==> src/rtl/wb_pkg.sv <==
// wb_pkg: shared types and constants for the write-back arbiter slice.
//   XLEN        data path width
//   REG_ADDR_W  register address width
//   NUM_REGS    number of architectural registers
//   wb_entry_t  one buffered write-back: destination register + value
package wb_pkg;

   localparam int XLEN       = 32;
   localparam int REG_ADDR_W = 5;
   localparam int NUM_REGS   = 32;

   typedef struct packed {
      logic [REG_ADDR_W-1:0] rd;
      logic [XLEN-1:0]       data;
   } wb_entry_t;

endpackage

==> src/rtl/wb_fifo.sv <==
// wb_fifo: synchronous FIFO of wb_entry_t used to buffer long-latency results.
// Ports:
//   clk, reset   clock (rising edge), synchronous active-high reset
//   push         write push_entry at the clock edge (ignored when full)
//   push_entry   entry to store
//   pop          remove head at the clock edge (ignored when empty)
//   head         current oldest entry (valid when !empty)
//   full, empty  occupancy flags derived from the registered count
//   count        number of stored entries
// DEPTH must be a power of two so the pointers wrap naturally.
module wb_fifo
   import wb_pkg::*;
#(
   parameter int DEPTH = 4
) (
   input  logic                       clk,
   input  logic                       reset,
   input  logic                       push,
   input  wb_entry_t                  push_entry,
   input  logic                       pop,
   output wb_entry_t                  head,
   output logic                       full,
   output logic                       empty,
   output logic [$clog2(DEPTH):0]     count
);

   localparam int AW = $clog2(DEPTH);

   wb_entry_t       mem [DEPTH];
   logic [AW-1:0]   wr_ptr;
   logic [AW-1:0]   rd_ptr;
   logic            do_push;
   logic            do_pop;

   assign full    = (count == (AW+1)'(DEPTH));
   assign empty   = (count == '0);
   assign do_push = push && !full;
   assign do_pop  = pop && !empty;
   assign head    = mem[rd_ptr];

   always_ff @(posedge clk) begin
      if (do_push) begin
         mem[wr_ptr] <= push_entry;
      end
   end

   always_ff @(posedge clk) begin
      if (reset) begin
         wr_ptr <= '0;
         rd_ptr <= '0;
         count  <= '0;
      end else begin
         if (do_push) begin
            wr_ptr <= wr_ptr + 1'b1;
         end
         if (do_pop) begin
            rd_ptr <= rd_ptr + 1'b1;
         end
         case ({do_push, do_pop})
            2'b10:   count <= count + 1'b1;
            2'b01:   count <= count - 1'b1;
            default: count <= count;
         endcase
      end
   end

endmodule

==> src/rtl/wb_arbiter.sv <==
// wb_arbiter: drives the single register-file write port from the ALU path
// (fixed priority, no backpressure) and a buffered long-latency result path.
// Also holds the pending-write scoreboard queried by decode and a starvation
// counter that requests a one-cycle ALU stall for the buffered head.
// Ports:
//   clk, reset                      clock, synchronous active-high reset
//   alu_valid/alu_rd/alu_data       single-cycle ALU result
//   ll_issue/ll_issue_rd            long-latency op issued (marks rd pending)
//   ll_res_valid/ready/rd/data      long-latency result handshake
//   q1_addr/q1_busy, q2_addr/q2_busy scoreboard queries
//   stall_req                       upstream must hold alu_valid low next cycle
//   wr_addr/wr_data/write_en        register file write port
// Build option: define WB_BYPASS_EN to let an incoming result write straight
// through in the same cycle when the FIFO is empty and the ALU is not writing.
module wb_arbiter
   import wb_pkg::*;
#(
   parameter int FIFO_DEPTH   = 4,
   parameter int STARVE_LIMIT = 3
) (
   input  logic                  clk,
   input  logic                  reset,
   input  logic                  alu_valid,
   input  logic [REG_ADDR_W-1:0] alu_rd,
   input  logic [XLEN-1:0]       alu_data,
   input  logic                  ll_issue,
   input  logic [REG_ADDR_W-1:0] ll_issue_rd,
   input  logic                  ll_res_valid,
   output logic                  ll_res_ready,
   input  logic [REG_ADDR_W-1:0] ll_res_rd,
   input  logic [XLEN-1:0]       ll_res_data,
   input  logic [REG_ADDR_W-1:0] q1_addr,
   input  logic [REG_ADDR_W-1:0] q2_addr,
   output logic                  q1_busy,
   output logic                  q2_busy,
   output logic                  stall_req,
   output logic [REG_ADDR_W-1:0] wr_addr,
   output logic [XLEN-1:0]       wr_data,
   output logic                  write_en
);

   localparam int CW  = $clog2(FIFO_DEPTH) + 1;
   localparam int SCW = $clog2(STARVE_LIMIT + 2);
   localparam logic [SCW-1:0] LIMIT = SCW'(STARVE_LIMIT);

   wb_entry_t             fifo_head;
   logic                  fifo_full;
   logic                  fifo_empty;
   logic [CW-1:0]         fifo_count;
   logic                  fifo_push;
   logic                  fifo_pop;
   logic                  alu_sel;
   logic                  byp_sel;
   logic [NUM_REGS-1:0]   busy_q;
   logic [NUM_REGS-1:0]   busy_d;
   logic [SCW-1:0]        starve_cnt;
   logic [SCW-1:0]        starve_d;

   // Result handshake: a result transfers on a rising edge where
   // ll_res_valid && ll_res_ready. The producer keeps valid/rd/data stable
   // until then. ready depends only on registered FIFO occupancy (never on
   // valid), so a full FIFO refuses the result even if the head pops this
   // cycle.
   assign ll_res_ready = !reset && !fifo_full;

   assign alu_sel  = !reset && alu_valid && (alu_rd != '0);
   assign fifo_pop = !reset && !alu_sel && !fifo_empty;

`ifdef WB_BYPASS_EN
   // Empty FIFO and idle write port: the incoming result takes the port now.
   assign byp_sel = !reset && !alu_sel && fifo_empty && ll_res_valid;
`else
   assign byp_sel = 1'b0;
`endif

   assign fifo_push = ll_res_valid && ll_res_ready && !byp_sel;

   wb_fifo #(.DEPTH(FIFO_DEPTH)) u_fifo (
      .clk        (clk),
      .reset      (reset),
      .push       (fifo_push),
      .push_entry ('{rd: ll_res_rd, data: ll_res_data}),
      .pop        (fifo_pop),
      .head       (fifo_head),
      .full       (fifo_full),
      .empty      (fifo_empty),
      .count      (fifo_count)
   );

   // Write port mux. x0 targets are consumed without asserting write_en.
   always_comb begin
      write_en = 1'b0;
      wr_addr  = '0;
      wr_data  = '0;
      if (alu_sel) begin
         write_en = 1'b1;
         wr_addr  = alu_rd;
         wr_data  = alu_data;
      end else if (fifo_pop) begin
         if (fifo_head.rd != '0) begin
            write_en = 1'b1;
            wr_addr  = fifo_head.rd;
            wr_data  = fifo_head.data;
         end
      end else if (byp_sel && (ll_res_rd != '0)) begin
         write_en = 1'b1;
         wr_addr  = ll_res_rd;
         wr_data  = ll_res_data;
      end
   end

   // Scoreboard: clears applied before the set so a same-cycle set wins.
   always_comb begin
      busy_d = busy_q;
      if (fifo_pop) begin
         busy_d[fifo_head.rd] = 1'b0;
      end
      if (byp_sel) begin
         busy_d[ll_res_rd] = 1'b0;
      end
      if (ll_issue) begin
         busy_d[ll_issue_rd] = 1'b1;
      end
      busy_d[0] = 1'b0;
   end

   assign q1_busy = busy_q[q1_addr];
   assign q2_busy = busy_q[q2_addr];

   // Consecutive cycles the head has been passed over. Saturates one above
   // the limit so a stall request fires only once per starvation episode.
   always_comb begin
      starve_d = '0;
      if (!fifo_empty && !fifo_pop) begin
         starve_d = (starve_cnt > LIMIT) ? starve_cnt : starve_cnt + 1'b1;
      end
   end

   always_ff @(posedge clk) begin
      if (reset) begin
         busy_q     <= '0;
         starve_cnt <= '0;
         stall_req  <= 1'b0;
      end else begin
         busy_q     <= busy_d;
         starve_cnt <= starve_d;
         stall_req  <= (starve_d == LIMIT);
      end
   end

   // An issue may only target a register that is free, or one being
   // released by a write in this same cycle.
   a_issue_not_busy: assert property (@(posedge clk) disable iff (reset)
      (ll_issue && (ll_issue_rd != '0)) |->
         (!busy_q[ll_issue_rd] ||
          (fifo_pop && (fifo_head.rd == ll_issue_rd)) ||
          (byp_sel && (ll_res_rd == ll_issue_rd))))
      else $error("ll_issue to busy register %0d", ll_issue_rd);

   // An ALU result that ignores stall_req still owns the write port.
   a_alu_wins_stall: assert property (@(posedge clk) disable iff (reset)
      (stall_req && alu_valid && (alu_rd != '0)) |->
         (write_en && (wr_addr == alu_rd)))
      else $error("ALU lost the write port during stall_req");

   a_count_range: assert property (@(posedge clk) disable iff (reset)
      fifo_count <= CW'(FIFO_DEPTH))
      else $error("FIFO count out of range");

endmodule
==> config.mk <==
export PLATFORM = sky130hd
export DESIGN_NAME = wb_arbiter
export DESIGN_NICKNAME = d
export VERILOG_FILES = /design/src/rtl/wb_pkg.sv /design/src/rtl/wb_fifo.sv /design/src/rtl/wb_arbiter.sv
export SDC_FILE = /design/constraint.sdc
export NUM_CORES = 1
export LEC_CHECK = 0
export BUFFER_PORTS_ARGS = -buffer_cell sky130_fd_sc_hd__buf_2
export CAP_MARGIN = 25
export CORE_MARGIN = 4
export CORE_UTILIZATION = 45
export CTS_CLUSTER_SIZE = 40
export DETAILED_ROUTE_END_ITERATION = 8
export PLACE_DENSITY = 0.63
export SLEW_MARGIN = 30
export SYNTH_ARGS = -nofsm -noshare
export SYNTH_HDL_FRONTEND = slang
export SYNTH_SLANG_ARGS = --single-unit
==> constraint.sdc <==
create_clock -name clk -period 7.25 [get_ports clk]
set_input_delay 0.725 -clock clk [delete_from_list [all_inputs] [get_ports clk]]
set_output_delay 0.725 -clock clk [all_outputs]
set_load 0.02 [all_outputs]
==> results of run 1 <==
[critical path: stages (launching register included)]
cell      delay [ns]
dfxtp_2         0.62
buf_4           0.53
mux4_2          0.52
nor3_4          0.10
a211oi_4        0.81
buf_4           0.37
a22o_1          0.16
buf_2           0.17
[cells in the mapped netlist, types with 2 or more instances]
library cell	n	area share, %
edfxtp_1	148	53
mux4_2	55	15
dfxtp_1	44	10
a22o_1	37	3.9
a21oi_1	34	2.0
nand2_1	27	1.2
a311oi_1	24	2.5
clkbuf_1	20	0.89
inv_1	11	0.49
nor2_1	11	0.49
a32o_1	7	0.83
ha_1	7	1.0
nand4_1	7	0.52
and3b_1	6	0.63
buf_2	6	0.36
buf_6	6	0.80
nor3_1	5	0.30
o21ai_0	5	0.30
and2_1	4	0.30
nor3b_1	4	0.36
a21boi_0	3	0.27
and3_1	3	0.22
or2_2	3	0.22
a211oi_1	2	0.18
buf_1	2	0.089
mux2_2	2	0.27
mux2i_1	2	0.24
nand3b_1	2	0.18
nor3b_2	2	0.30
nor4b_4	2	0.57
o31ai_1	2	0.18
or4_1	2	0.18
xor2_1	2	0.21
[final timing paths]
| path | slack (ns) | cells past startpoint | end | from |
|---|---|---|---|---|
| worst min-delay path | 0.47 | 2 | register | u_fifo.rd_ptr[1] |
| worst max-delay path | 2.79 | 7 | wr_data[18] | register |
| worst min register to register | 0.47 | 2 | register | u_fifo.rd_ptr[1] |
| worst max register to register | 4.30 | 5 | busy_q[8] | register |
[placed cells by master (no fill, tap or decap), drive strengths merged, types with 2 or more instances in the layout]
cell / count
nand2: 27
and3b: 6
a32o: 7
mux4: 55
clkinv: 3
and2: 4
clkbuf: 19
nor4b: 3
nand3b: 2
and3: 3
a21boi: 3
a311oi: 24
nor3: 7
edfxtp: 148
inv: 13
nor3b: 6
nand4: 7
or2: 3
clkinvlp: 6
xor2: 2
mux2: 2
buf: 138
ha: 7
a22o: 37
o31ai: 2
dfxtp: 44
mux2i: 2
a21oi: 34
or4: 2
nor2: 12
a211oi: 3
o21ai: 5
[cell families after synthesis]
kind of cell / Yosys count
DFF: 192
adders and majority gates: 8
muxes: 59
xor gates and xnor gates: 3
and+or+nand+nor: 86
buffers and inverters: 46
AOI/OAI and AO/OA: 118
[routing by layer]
| layer | vias up | share of wire (%) | track usage, % |
|---|---|---|---|
| met5 | - | 0.10 | 0 |
| met4 | 4 | 1.4 | 5.89 |
| met3 | 28 | 6.9 | 4.46 |
| met2 | 194 | 50 | 30.3 |
| met1 | 2657 | 42 | 24.0 |
| li1 | 2360 | - | - |
[power by group through the flow]
stage	combinational (mW)	clock [mW]	sequential, mW
CTS	0.450	0.883	1.25
global placement	0.437	0	1.28
global route	0.485	0.930	1.26
detailed placement	0.447	0	1.28
floorplan	0.332	0	1.26
finish	0.447	0.865	1.25
[layout make-up]
type                            instances  share of cell area (%)
Sequential cell                       192                    54.6
Tap cell                              229                    2.93
Clock buffer                           19                    4.43
Timing Repair Buffer                  138                    7.15
Clock inverter                         12                    1.15
Multi-Input combinational cell        274                    29.3
Inverter                               11                   0.423
[registers in the layout, indices dropped and copies added (netlist names), named ones only]
signal / cells
u_fifo.mem: 148
u_fifo.count: 3
starve_cnt: 3
u_fifo.rd_ptr: 2
stall_req: 1
busy_q: 31
u_fifo.wr_ptr: 2
[stage by stage]
step / hold slack (ns) / worst slack, ns
finish: 0.470 / 2.79
global route: 0.499 / 2.41
CTS: 0.476 / 2.64
detailed placement: 0.465 / 2.85
global placement: 0.452 / 3.06
floorplan: 0.453 / 4.14
==> impl_results.md, run 1 <==
- Yosys reg bits: between 150 and 200
- Largest family of logic cells by synthesized area: multiplexers
- First-pass GRT wire length: between 20 and 30 mm
- Largest net degree at the start of global routing: between 40 and 50
- Sw frac: 26.6%
- GR Overflow Total: 0
- Share of layout cells above drive strength 1: 37.6%
- Net count, final: 736
- Int Pwr: ~1.9 mW
- Pleak: around 3.3 nW
- Clock Root Buffer: clkbuf_16
- Initial DRC Count: around 340
- Switch Pwr: 0.682 mW
- Unique masters post-synth: 48
- Syn_nets: 614
- Status: finished clean
- Peak VDD IR: 0.173 mV
- Port bufs: about 140
- Headroom to the max-slew limit: around a third
- Warnings, synthesis: 0
- Gpl congestion: 0.860
- First drt pass iteration count: 4
- Filler cells: 1,488
- Post-synthesis compound-gate area fraction: a little over a tenth
- DP Area: ~0.0092 mm²
- Worst Path Arrival: around 3.7 ns
- Post-CTS sizing: 0
- Area of the multi-input gates: between 0.002 and 0.003 mm²
- Max cap viols: 0
- Hold_buf cts: 0
- GR Util All Layers: 18.3%
- Drt drc: 0
- Post-synthesis simple-gate area fraction: 6.31%
- Final worst path period share: 61.5%
- Final ANT Viol Nets: 0
- TritonCTS clock tree: done
- Total chip power: between 2 and 3 mW
- RSZ-0062 raised after global routing: no
- Vias in the first global route: between 5,000 and 6,000
- Antenna violations before repair: 2
- Worst Setup End Kind: output pin
- Async SR Flop Fraction: 0%
- Setup CP Type: reg2out
- Total routed wirelength: 18.6 mm
- Starting Density: a little under half
- Mapped Cells: 512
- DIE WIDTH: 145 µm
- Core area: around 0.018 mm²
- Finished Cell Area: about 0.0098 mm²
- Synth Area in Adders: between 1 and 1.5%
- CP Max Fanout: 25
- Die area: roughly 0.021 mm²
- Area grow syn2layout: 16.4%
- Post-Syn Area per Cell: approximately 16 µm²
- Post-Syn Area: about 0.0084 mm²
- Final setup fails: 0
- Minimum clock period: between 4 and 5 ns
- Die H: roughly 140 µm
- Clock Power Share: 33.7%
- Xor and xnor fraction of the mapped netlist area: less than 1%
- Critical path required time: roughly 6.5 ns
- Vias/cell: between 5 and 6
- Post-synth EDFFs: between 100 and 150
- Hpwl dp: ~12 mm
- Routed length per placed instance: between 20 and 25 µm
- Diode count: 0
- PD cells: about 260 mW/mm²
- Comb power frac: 17.4%
- Cell Count, Final, Fillers Out: 875
- FP Rows: between 40 and 50
- Fmax: 224 MHz
- Clock skew: 0.0134 ns
- Setup bufs post-CTS: 0
- Final Hold Viols: 0
- Setup TNS: 0 ns
- Mux cell area share after synthesis: 15.3%
- Ports: about 140
- Seq pwr share: 48.9%
- H-tree lvl count: 4
- Routed via count: between 5,000 and 6,000
- Top FF cell, synth: edfxtp_1
- Clock transition at path regs: around 0.070 ns
- Placed Instances: approximately 840
- Worst Hold Class: reg2reg
- Worst-margin pin slew: around 0.97 ns
- Post-synthesis sequential area ratio: between 60% and 70%
- Startpoint types: register
- Core Util, Final: between 50 and 60%
- Worst skew pair latency: about 0.42 ns
- TritonCTS Buffers: 17
- Sequential cell area: between 0.005 and 0.006 mm²
- Total clock sinks: 192
- Final Max Tran Viols: 0
- Clock Path Buffers: 2
Note: power is estimated with default switching activity, not from simulation.
==> inputs of run 2 (changes only) <==
==> constraint.sdc (replaced) <==
create_clock -name clk -period 4.7 [get_ports clk]
set_input_delay 0.47 -clock clk [delete_from_list [all_inputs] [get_ports clk]]
set_output_delay 0.47 -clock clk [all_outputs]
set_load 0.02 [all_outputs]
==> run 2 against run 1 <==
Sequential share of layout area down 0.23 points. Cell area up 0.38%. Setup slack worse by 1.5 ns. Non-clock buffer count up 4.
==> impl_results.md, run 2 (synthesis results as in run 1) <==
- Clock Path Buffers: 2
- Peak VDD IR: ~0.27 mV
- Starting Density: a little under half
- Setup bufs post-CTS: 0
- Routed length per placed instance: ~22 µm
- Ports: around 140
- Finished Cell Area: approximately 0.01 mm²
- Worst Setup End Kind: output pin
- Hpwl dp: around 12 mm
- H-tree lvl count: 4
- Area grow syn2layout: 16.8%
- Area of the multi-input gates: between 0.002 and 0.003 mm²
- Int Pwr: ~2.9 mW
- Final Max Tran Viols: 0
- Clock Power Share: between 30 and 40%
- Filler cells: between 1,000 and 1,500
- FP Rows: slightly below 50
- Total routed wirelength: 19.1 mm
- Clock skew: ~0.0086 ns
- Share of layout cells above drive strength 1: a little under two fifths
- Max reg flops: between 100 and 150
- Final setup fails: 0
- Switch Pwr: roughly 1.1 mW
- First-pass GRT wire length: 29.2 mm
- Die H: ~140 µm
- Hold_buf cts: 0
- Sw frac: between 20 and 30%
- Largest Register: u_fifo.mem
- GR Overflow Total: 0
- Register-to-Register Path Depth: 9
- Critical path required time: between 4 and 5 ns
- Setup TNS: 0 ns
- Comb power frac: 17.8%
- Seq pwr share: 48.0%
- Largest net degree at the start of global routing: 44
- Final ANT Viol Nets: 0
- Worst skew pair latency: 0.43 ns
- Gpl congestion: approximately 0.85
- First drt pass iteration count: 6
- CP Max Fanout: 37
- Drt drc: 0
- Largest registers: u_fifo.mem: 148 flops, busy_q: 31 flops
- Clock Root Buffer: clkbuf_16
- Net count, final: 740
- GR Util All Layers: a little under a fifth
- Startpoint types: register
- Clock transition at path regs: around 0.07 ns
- Final worst path period share: roughly 73%
- Most frequent cells in the layout: edfxtp_1 (148), buf_2 (135), mux4_2 (55)
- Vias/cell: about 6.0
- Routed via count: about 5,300
- Most common cell after layout, fill and taps aside: edfxtp_1
- Pleak: 3.38 nW
- Antenna violations before repair: 2
- TritonCTS Buffers: 17
- Worst Hold Class: in2reg
- Headroom to the max-slew limit: 44.5%
- Vias in the first global route: approximately 5,400
- Post-CTS sizing: 0
- Initial DRC Count: between 300 and 400
- Total clock sinks: 192
- DP Area: approximately 0.0092 mm²
- DIE WIDTH: between 100 and 150 µm
- Fmax: ~290 MHz
- RSZ-0062 raised after global routing: no
- Sequential cell area: 0.00533 mm²
- PD cells: approximately 400 mW/mm²
- Core area: about 0.018 mm²
- TritonCTS clock tree: done
- Port bufs: around 140
- Max cap viols: 0
- Worst-margin pin slew: approximately 0.83 ns
- Minimum clock period: around 3.4 ns
- Final Hold Viols: 0
- Hold-critical path depth: 1
- Die area: between 0.02 and 0.025 mm²
- Setup CP Type: reg2out
- Worst Path Arrival: roughly 3 ns
- Status: finished clean
[run 2: critical path: stages, from the launching register on]
cell	delay, ns
dfxtp_2	0.31
buf_4	0.45
mux4_2	0.57
nor3_4	0.38
a211oi_4	0.11
buf_4	0.23
or2_2	0.28
buf_2	0.16
[run 2: path summary, 6_finish.rpt]
kind               startpoint  slack (ns)                end
min reg2reg  u_fifo.rd_ptr[1]        0.48           register
max reg2reg   u_fifo.count[2]        1.99    u_fifo.count[2]
min           ll_res_data[12]        0.25  u_fifo.mem[2][12]
max                  register        1.27           write_en
[run 2: final cells by class]
| class | instances | share of cell area, % |
|---|---|---|
| clock inverter | 14 | 1.33 |
| sequential | 192 | 54.3 |
| multi-input combinational | 274 | 29.2 |
| antenna | 1 | 0.0255 |
| tap | 229 | 2.92 |
| clock buffer | 18 | 4.38 |
| timing repair buffer | 142 | 7.43 |
| inverter | 11 | 0.421 |
[run 2: power groups by stage]
stage / Clock (mW) / Combinational, mW / Sequential, mW
global route: 1.47 / 0.770 / 1.93
floorplan: 0 / 0.513 / 1.95
detailed placement: 0 / 0.718 / 1.96
CTS: 1.40 / 0.723 / 1.92
finish: 1.37 / 0.713 / 1.92
global placement: 0 / 0.703 / 1.95
[run 2: routing by layer]
layer  global-route usage [%]  vias up  share of wire [%]
met4                     5.50        4                1.2
met2                     31.4      226                 50
li1                         -     2370                  -
met1                     24.1     2633                 41
met3                     5.06       25                7.5
met5                        0        -              0.073
[run 2: per-stage QoR]
stage               cells  util (%)  setup slack (ns)  hold slack (ns)  total power [mW]
floorplan             512         -              1.84            0.453              2.46
global placement      848      50.9              1.70            0.454              2.66
detailed placement    848      50.9              1.61            0.477              2.68
CTS                   880      54.0              1.22            0.230              4.04
global route          880      54.0              1.13            0.234              4.17
finish                881      54.0              1.27            0.253              4.00
==> inputs of run 3 (changes only) <==
--- a/config.mk
+++ b/config.mk
@@ -11,7 +11,7 @@
 export CORE_UTILIZATION = 45
 export CTS_CLUSTER_SIZE = 40
 export DETAILED_ROUTE_END_ITERATION = 8
-export PLACE_DENSITY = 0.63
+export PLACE_DENSITY = 0.65
 export SLEW_MARGIN = 30
 export SYNTH_ARGS = -nofsm -noshare
 export SYNTH_HDL_FRONTEND = slang
==> constraint.sdc (replaced) <==
create_clock -name clk -period 3.15 [get_ports clk]
set_input_delay 0.315 -clock clk [delete_from_list [all_inputs] [get_ports clk]]
set_output_delay 0.315 -clock clk [all_outputs]
set_load 0.02 [all_outputs]
==> run 3 against run 2 <==
Global-route usage is 0.19 points lower. Setup slack got worse by 1.1 ns. Count of clock-buffer cells in the layout down 1. Combinational power is 51% higher. Total power grew 51%. Sequential cell count did not move. Worst hold slack lost 0.15 ns. Clock skew rose by 0.0020 ns. Utilization up 0.77 points. Critical path type unchanged. Critical endpoint unchanged. Largest cell class unchanged. Largest power group unchanged. Highest routed layer unchanged.
==> impl_results.md, run 3 (synthesis results as in run 1) <==
- Peak VDD IR: roughly 0.44 mV
- Routed via count: 5,267
- Final worst path period share: between 90% and 100%
- Largest Register: u_fifo.mem
- First drt pass iteration count: 5
- Worst Hold Class: in2reg
- Total routed wirelength: between 15 and 20 mm
- Setup TNS: 0 ns
- Antenna violations before repair: 5
- Post-CTS sizing: 0
- FP Rows: a little under 50
- Placed Instances: 856
- Net count, final: ~750
- Gpl congestion: about 0.87
- Worst Setup Slack post-DPL: about 0.43 ns
- Headroom to the max-slew limit: 37.8%
- Worst skew pair latency: about 0.42 ns
- Area grow syn2layout: 18.5%
- Setup CP Type: reg2out
- DIE WIDTH: between 100 and 150 µm
- Clock skew: about 0.011 ns
- Final Max Tran Viols: 0
- Pleak: 3.44 nW
- First-pass GRT wire length: slightly below 30 mm
- Most frequent cells in the layout: edfxtp_1 (148), buf_2 (135), mux4_2 (55)
- Startpoint types: register
- Status: finished clean
- Vias in the first global route: 5,422
- Die H: 145 µm
- Worst Path Arrival: ~2.7 ns
- Total chip power: 6.05 mW
- Worst-margin pin slew: roughly 0.93 ns
- CP Max Fanout: 33
- Most common cell after layout, fill and taps aside: edfxtp_1
- Hpwl dp: around 12 mm
- Fmax: between 300 and 400 MHz
- GR Util All Layers: 18.5%
- Clock transition at path regs: roughly 0.07 ns
- RSZ-0062 raised after global routing: no
- Core area: between 0.015 and 0.02 mm²
- Setup bufs post-CTS: 0
- H-tree lvl count: 4
- Die area: roughly 0.021 mm²
- Worst Setup End Kind: output pin
- Largest registers: u_fifo.mem: 148 flops, busy_q: 31 flops
- Core Util, Final: between 50% and 60%
- Hold_buf cts: 0
- Total clock sinks: between 150 and 200
- TritonCTS clock tree: done
- Cell Count, Final, Fillers Out: roughly 900
- Drt drc: 0
- Starting Density: about 46%
- Largest net degree at the start of global routing: 44
- Share of layout cells above drive strength 1: 39.2%
- PD cells: slightly above 600 mW/mm²
- Port bufs: 135
- Clock Path Buffers: 2
- Initial DRC Count: around 370
- Critical path required time: roughly 2.8 ns
- Final setup fails: 0
- Clock Root Buffer: clkbuf_16
- Minimum clock period: 3.01 ns
- Vias/cell: ~5.9
- Final worst slack: roughly 0.14 ns
- Final Hold Viols: 0
- Final ANT Viol Nets: 0
- Ports: roughly 140
- Max reg flops: approximately 150
- Max cap viols: 0
- Worst r2r src: u_fifo.count[2]
- Hold_sp: ll_res_data[11]
- GR Overflow Total: 0
- Routed length per placed instance: ~21 µm
- TritonCTS Buffers: 17
run 3: changes by cell type in the layout (fill, tap and decap cells not counted), sizes merged:
cell / previous run / this run
buf: 142 / 150
bufinv: 1 / 2
clkbuf: 18 / 17
clkinv: 7 / 4
clkinvlp: 1 / 4
run 3: stage by stage:
| stage | hold WS [ns] | area (µm²) |
|---|---|---|
| after floorplan | 0.414 | 8390 |
| after global placement | 0.468 | 9360 |
| after detailed placement | 0.472 | 9360 |
| after CTS | 0.0891 | 9940 |
| after global routing | 0.0905 | 9950 |
| final | 0.106 | 9950 |
run 3: where the power goes:
group	switching, mW	internal, mW
combinational	0.632	0.452
clock	0.923	1.18
sequential	0.0484	2.82
total	1.60	4.45
run 3: area by class of cell:
type                    count  area [µm²]
flip-flops and latches    192        5330
clock inverters            15         158
well taps                 229         287
repair buffers            150         851
inverters                  11        41.3
fillers                  1427        8200
diodes                      1        2.50
multi-input cells         274        2850
clock buffers              17         425
run 3: worst paths after layout:
| check | to | slack [ns] | cells past startpoint |
|---|---|---|---|
| max reg2reg | u_fifo.count[2] | 0.64 | 9 |
| max | write_en | 0.14 | 6 |
| min | u_fifo.mem[2][11] | 0.11 | 1 |
| min reg2reg | register | 0.49 | 2 |
run 3: worst max-delay path, cell delays in order (launching register included):
cell,delay (ns)
dfxtp_2,0.46
mux4_2,0.72
nor3_4,0.33
a211oi_4,0.11
buf_12,0.21
or2_2,0.28
buf_2,0.16
run 3: routing by layer:
metal / routed length (µm) / global-route usage (%) / vias to the layer above
met5: 47 / 0 / -
li1: - / - / 2388
met4: 309 / 5.89 / 8
met1: 7870 / 23.6 / 2628
met2: 9310 / 30.5 / 207
met3: 1420 / 5.89 / 36
